## src/rtl/convolution.sv

```systemverilog
// 3x3 single-channel convolution: 8-bit unsigned pixels times 9-bit signed weights,
// three-stage pipeline (products, row sums, total + saturate) with a data_rdy flag.
module convolution (
  input  logic       clk,
  input  logic       reset,
  input  logic       enable,
  input  logic [7:0] pixel_1,
  input  logic [7:0] pixel_2,
  input  logic [7:0] pixel_3,
  input  logic [7:0] pixel_4,
  input  logic [7:0] pixel_5,
  input  logic [7:0] pixel_6,
  input  logic [7:0] pixel_7,
  input  logic [7:0] pixel_8,
  input  logic [7:0] pixel_9,
  input  logic [8:0] kernel_1,
  input  logic [8:0] kernel_2,
  input  logic [8:0] kernel_3,
  input  logic [8:0] kernel_4,
  input  logic [8:0] kernel_5,
  input  logic [8:0] kernel_6,
  input  logic [8:0] kernel_7,
  input  logic [8:0] kernel_8,
  input  logic [8:0] kernel_9,
  output logic       data_rdy,
  output logic [7:0] data_out
);

  logic        [7:0]  pix      [9];
  logic        [8:0]  kern     [9];
  logic signed [16:0] prod_d   [9];
  logic signed [16:0] prod_q   [9];
  logic signed [18:0] row_d    [3];
  logic signed [18:0] row_q    [3];
  logic signed [20:0] sum;
  logic        [7:0]  sat;
  logic               v1_q;
  logic               v2_q;
  logic               data_rdy_q;
  logic        [7:0]  data_out_q;

  assign pix[0] = pixel_1;
  assign pix[1] = pixel_2;
  assign pix[2] = pixel_3;
  assign pix[3] = pixel_4;
  assign pix[4] = pixel_5;
  assign pix[5] = pixel_6;
  assign pix[6] = pixel_7;
  assign pix[7] = pixel_8;
  assign pix[8] = pixel_9;

  assign kern[0] = kernel_1;
  assign kern[1] = kernel_2;
  assign kern[2] = kernel_3;
  assign kern[3] = kernel_4;
  assign kern[4] = kernel_5;
  assign kern[5] = kernel_6;
  assign kern[6] = kernel_7;
  assign kern[7] = kernel_8;
  assign kern[8] = kernel_9;

  // Operands widened to 17 bits: pixel zero-extended, weight sign-extended.
  always_comb begin
    for (int unsigned i = 0; i < 9; i++) begin
      prod_d[i] = $signed({9'b0, pix[i]}) * $signed({{8{kern[i][8]}}, kern[i]});
    end
  end

  always_comb begin
    row_d[0] = {{2{prod_q[0][16]}}, prod_q[0]} + {{2{prod_q[1][16]}}, prod_q[1]}
             + {{2{prod_q[2][16]}}, prod_q[2]};
    row_d[1] = {{2{prod_q[3][16]}}, prod_q[3]} + {{2{prod_q[4][16]}}, prod_q[4]}
             + {{2{prod_q[5][16]}}, prod_q[5]};
    row_d[2] = {{2{prod_q[6][16]}}, prod_q[6]} + {{2{prod_q[7][16]}}, prod_q[7]}
             + {{2{prod_q[8][16]}}, prod_q[8]};
  end

  always_comb begin
    sum = {{2{row_q[0][18]}}, row_q[0]} + {{2{row_q[1][18]}}, row_q[1]}
        + {{2{row_q[2][18]}}, row_q[2]};
    if (sum[20])              sat = '0;
    else if (sum[19:8] != '0) sat = '1;
    else                      sat = sum[7:0];
  end

  always_ff @(posedge clk or negedge reset) begin
    if (!reset) begin
      for (int unsigned i = 0; i < 9; i++) prod_q[i] <= '0;
      for (int unsigned i = 0; i < 3; i++) row_q[i]  <= '0;
      v1_q       <= 1'b0;
      v2_q       <= 1'b0;
      data_rdy_q <= 1'b0;
      data_out_q <= '0;
    end else begin
      for (int unsigned i = 0; i < 9; i++) prod_q[i] <= prod_d[i];
      for (int unsigned i = 0; i < 3; i++) row_q[i]  <= row_d[i];
      v1_q       <= enable;
      v2_q       <= v1_q;
      data_rdy_q <= v2_q;
      // Output holds its last result across bubbles.
      if (v2_q) data_out_q <= sat;
    end
  end

  assign data_rdy = data_rdy_q;
  assign data_out = data_out_q;

endmodule

```

## config.mk

```make
export PLATFORM = sky130hd
export DESIGN_NAME = convolution
export DESIGN_NICKNAME = d
export VERILOG_FILES = /design/src/rtl/convolution.sv
export SDC_FILE = /design/constraint.sdc
export NUM_CORES = 2
export LEC_CHECK = 0
export BUFFER_PORTS_ARGS = -buffer_cell sky130_fd_sc_hd__buf_2
export CORE_MARGIN = 4
export CORE_UTILIZATION = 35
export CTS_CLUSTER_DIAMETER = 100
export CTS_CLUSTER_SIZE = 28
export DETAILED_ROUTE_END_ITERATION = 8
export PLACE_DENSITY = 0.55
export SETUP_SLACK_MARGIN = 0.3
export SYNTH_ARGS = -nofsm -noshare
export SYNTH_HDL_FRONTEND = slang
export SYNTH_SLANG_ARGS = --single-unit
```

## constraint.sdc

```tcl
create_clock -name clk -period 3.1 [get_ports clk]
set_input_delay 0.62 -clock clk [delete_from_list [all_inputs] [get_ports clk]]
set_output_delay 0.62 -clock clk [all_outputs]
set_load 0.01 [all_outputs]
```

==> results <==
- The final worst clock skew is 0.0196 ns.
- Across the whole layout, storage elements account for 5530 um^2.
- The total via count in the routed design is 23337.
- The maximum number of buffers from clock root to sink is 3.
- The final reports fail on setup timing.
- The number of I/O port buffers is 164.
- The clock tree root buffer cell is clkbuf_16.
- The register clock-pin slew on the reported worst setup and hold paths is 0.10 ns.
- The setup-violating endpoint count in the final report is 107.
- The total placed instance area is 38300 um^2.
- The synthesized design contains 221 register bits.
- The summed area of non-filler cells in the final layout is 42400 um^2.
- For this run, the top clock speed supported by timing is 0.226 GHz.
- Of all flip-flops after synthesis, the portion carrying an async set or reset was 1.00.
- The number of antenna diodes in the final layout is 0.
- The number of global-route vias before repair is 24992.
- In the routed design, unresolved DRC markers number 0.
- The register area share after synthesis is 0.175.
- The number of nets produced by synthesis is 4265.
- The leading cell type in the layout, fill and taps excluded is buf_4.
- After technology mapping, the gate count stands at 3137.
- The number of fill cells in the layout is 8346.
- Of the total power, the share spent switching nets is 0.441.
- The detailed-routing iteration count for the pre-antenna-repair pass is 7.
- Yosys mapped a number of flops with a built-in enable equal to 0.
- The data arrival time at the worst-slack endpoint is 4.81 ns.
- The cell area that synthesis handed to floorplanning was 31600 um^2.
- The initial antenna violation count came to 0.
- The signal on the critical path passes through buf_2 > and2_4 > fa_1 > inv_2 > fa_1 > inv_1 > fa_1 > fa_1 > fa_1 > ha_4 > nor2b_4 > o21a_1 > o22ai_2 > o21ai_2 > o41ai_2 > xnor2_1.
- The power density over the cells is 1140 nW/um^2.
- Counting both buffers and inverters, the worst setup path holds a total of 3.
- The register share of total power is 0.117.
- The quantity of hold-fixing buffers added after cts is 0.
- The worst pin sits at a relative slew slack of 0.468.
- The type of origin of the critical path is a primary input.
- The height of the die is 309 um.
- The portion of total power attributed to combinational logic is 0.847.
- STA classifies the critical path endpoint as a flop.
- The placed instance count is 4906.
- The cell type group with the largest total delay on the critical path is adder cells.
- The final cycle utilization of the critical path is 1.43.
- For this configuration, the core starts out at a cell density of 0.352.
- Setup repair after global routing could not meet its margin everywhere.
- Across the VDD grid, the largest voltage drop is 965 uV.
- The area taken by multi-input logic gates is 27000 um^2.
- The number of placement rows is 110.
- The largest single stage delay on the critical path is 0.57 ns.
- The clock power share is 0.037.
- The largest net degree at the start of global routing is 98.
- The H-tree level count is 1.
- TritonCTS created 12 clock buffers.
- Pin placement for this block handled 165 I/O pins.
- The die width is 309 um.
- After global routing the overflow that remains totals 0.
- The floorplan step defined a core boundary enclosing 89900 um^2.
- A synthesized cell averages 10.1 um^2.
- The minimum clock period is 4.43 ns.
- The count of nets left with antenna violations once routing finished came out at 0.
- The floorplan step defined a die boundary enclosing 95300 um^2.
- Summed over all nets, wire length on met3 after detailed routing comes to 1520 um.
- The final cell count without fillers is 5030.
- The global-route wire length before repair is 125000 um.
- The number of max-slew violations in the final report was 0.
- The total wire length after detailed routing is 73600 um.
- In the final design database the tool counted 4979 nets.
- The worst-case setup margin in the final layout is -1.33 ns.
- For this run, the total global-route usage over all layers was measured as 0.158.
- The most numerous cell on the critical path is fa_1.
- The fraction of layout cells with a size suffix above 1 is 0.321.
- For this run, the number of Yosys warnings is 0.
- From synthesis to final layout, the design area changed by 33.9%.
- The analysis attributes to net switching a power of 21.3 mW.
- The number of violations reported at the end of detailed-routing iteration 0 is 875.
- The uppermost layer routed is met4.
- The count of maximum capacitance violations is 0.
- The critical path class is in2reg.
- Summed over all nets, wire length on met2 after detailed routing comes to 37800 um.
- On the critical path, the stage with the largest delay is an instance of fa_1.
- The detailed router put a total of 33500 um of wire on met1.
- The netlist uses 77 different library cells.
- The mean routed wirelength per cell is 14.6 um.
- At the pin with the least slew margin, the transition time is 0.798 ns.
- For this design the static power due to leakage is 21.3 nW.
- In this run the worst hold path is classified as in2async.
- The number of hold violations in the final report is 0.
- The source-to-sink clock delay at the later pin of the worst-skew pair is 0.49 ns.
- Cell internal power was estimated by the tool at 26.9 mW.
- TritonCTS built the clock tree.
- The most instantiated flip-flop cell in the synthesis netlist is dfrtp_1.
- The required time reported for the critical path endpoint is 3.48 ns.
- The library cells used most frequently in the layout, excluding fill and tap cells, are 478 x buf_4, 471 x inv_1, 422 x ha_1.
- CTS saw 221 sinks.
- After detailed routing, the number of vias per cell comes to 4.64.
- The run finished, with violations left.
- Along the worst path, the maximum fanout reaches 3.
- The overall power of the completed layout is 48.2 mW.
- Before CTS, the worst setup slack after placement is -2.01 ns.
- After legalization and detailed placement, the total HPWL measured 61900 um.
- At the end of routability-driven placement, the weighted congestion stood at 0.823.
synth_stat cells, types with 13 or more instances:
cell type  number  area share
and2_1        332       0.066
a21o_1         32      0.0076
ha_1          511        0.20
or3_1          14      0.0028
nand2b_1       37      0.0073
o21ai_0        34      0.0054
dfrtp_1       221        0.17
xnor2_1       137       0.038
o21a_1         13      0.0031
nor2b_1        69       0.014
nand3_1        27      0.0043
a21oi_1        89       0.014
nor3_1         36      0.0057
o211ai_1       14      0.0033
nor2_1         69      0.0082
xor2_1         21      0.0058
fa_1          461        0.29
o21bai_1       23      0.0055
inv_1         518       0.061
nand2_1       299       0.035
repair_timing:
item	CTS	global route
resized for setup	464	224
pin swaps	195	146
setup buffers	58	49
hold endpoints to repair	0	0
cloned	0	0
setup endpoints to repair	132	136
stage by stage:
step	util	hold WS, ns	setup TNS (ns)
finish	0.472	0.133	-78.55
global route	0.472	0.192	-90.11
CTS	0.457	0.164	-76.46
detailed placement	0.426	0.337	-146.49
global placement	0.426	0.335	-144.71
floorplan	-	0.324	-98.82
state kept, by name, summed over array words and instances (netlist names):
register,count
row_q,57
v2_q,1
data_out,8
v1_q,1
data_rdy,1
prod_q,153
cell families (layout without fill, tap and decap cells):
| kind of cell | after synthesis | after routing | share of synthesized area |
|---|---|---|---|
| compound gates | 302 | 302 | 0.0652 |
| xor+xnor | 158 | 158 | 0.0437 |
| fa+ha+maj | 972 | 972 | 0.494 |
| buf+inv | 537 | 1254 | 0.0642 |
| flops | 221 | 221 | 0.175 |
| mux | 7 | 7 | 0.00237 |
| simple gates | 940 | 940 | 0.156 |
path summary, 6_finish.rpt:
check                      slack, ns  cells after the start                start                      end
setup / recovery               -1.33                     16          kernel_4[3]    prod_q[101]$_DFF_PN0_
hold / removal                  0.13                      1                reset    prod_q[135]$_DFF_PN0_
setup reg to reg               -0.15                     12  row_q[14]$_DFF_PN0_  data_out[0]$_DFFE_PN0P_
hold reg to reg                 0.37                      0       v1_q$_DFF_PN0_           v2_q$_DFF_PN0_
max in group asynchronous       2.08                      2                reset     prod_q[51]$_DFF_PN0_
min in group clk                0.25                      1               enable           v1_q$_DFF_PN0_
power groups by stage:
stage                     Sequential [mW]  Clock (mW)  Combinational (mW)
after floorplan                      5.22           0                23.4
after global placement               5.72           0                33.3
after detailed placement             5.71           0                33.4
after CTS                            5.67        1.87                37.8
after global routing                 5.78        1.96                45.5
final                                5.62        1.77                40.8
worst reg2reg max path, stage by stage (launching register included):
cell	delay (ns)
dfrtp_1	0.43
fa_1	0.53
ha_2	0.40
a21oi_2	0.08
buf_4	0.15
nand2_1	0.06
a211oi_1	0.06
a221o_1	0.29
nor4_1	0.29
nand4_1	0.19
nor4_4	0.40
buf_6	0.21
o21ai_1	0.07
per-layer routing:
layer | track usage | vias to the layer above
met5 | 0 | -
met4 | 0.0175 | 0
met3 | 0.0125 | 56
met2 | 0.285 | 207
met1 | 0.216 | 11601
li1 | - | 11473
area by class of cell:
type,count,area share
Inverter,520,0.0461
Tap cell,1176,0.0347
Sequential cell,221,0.131
Clock buffer,13,0.00768
Clock inverter,4,0.000945
Multi-Input combinational cell,2379,0.636
Timing Repair Buffer,717,0.144
Note: power is estimated with default switching activity, not from simulation.
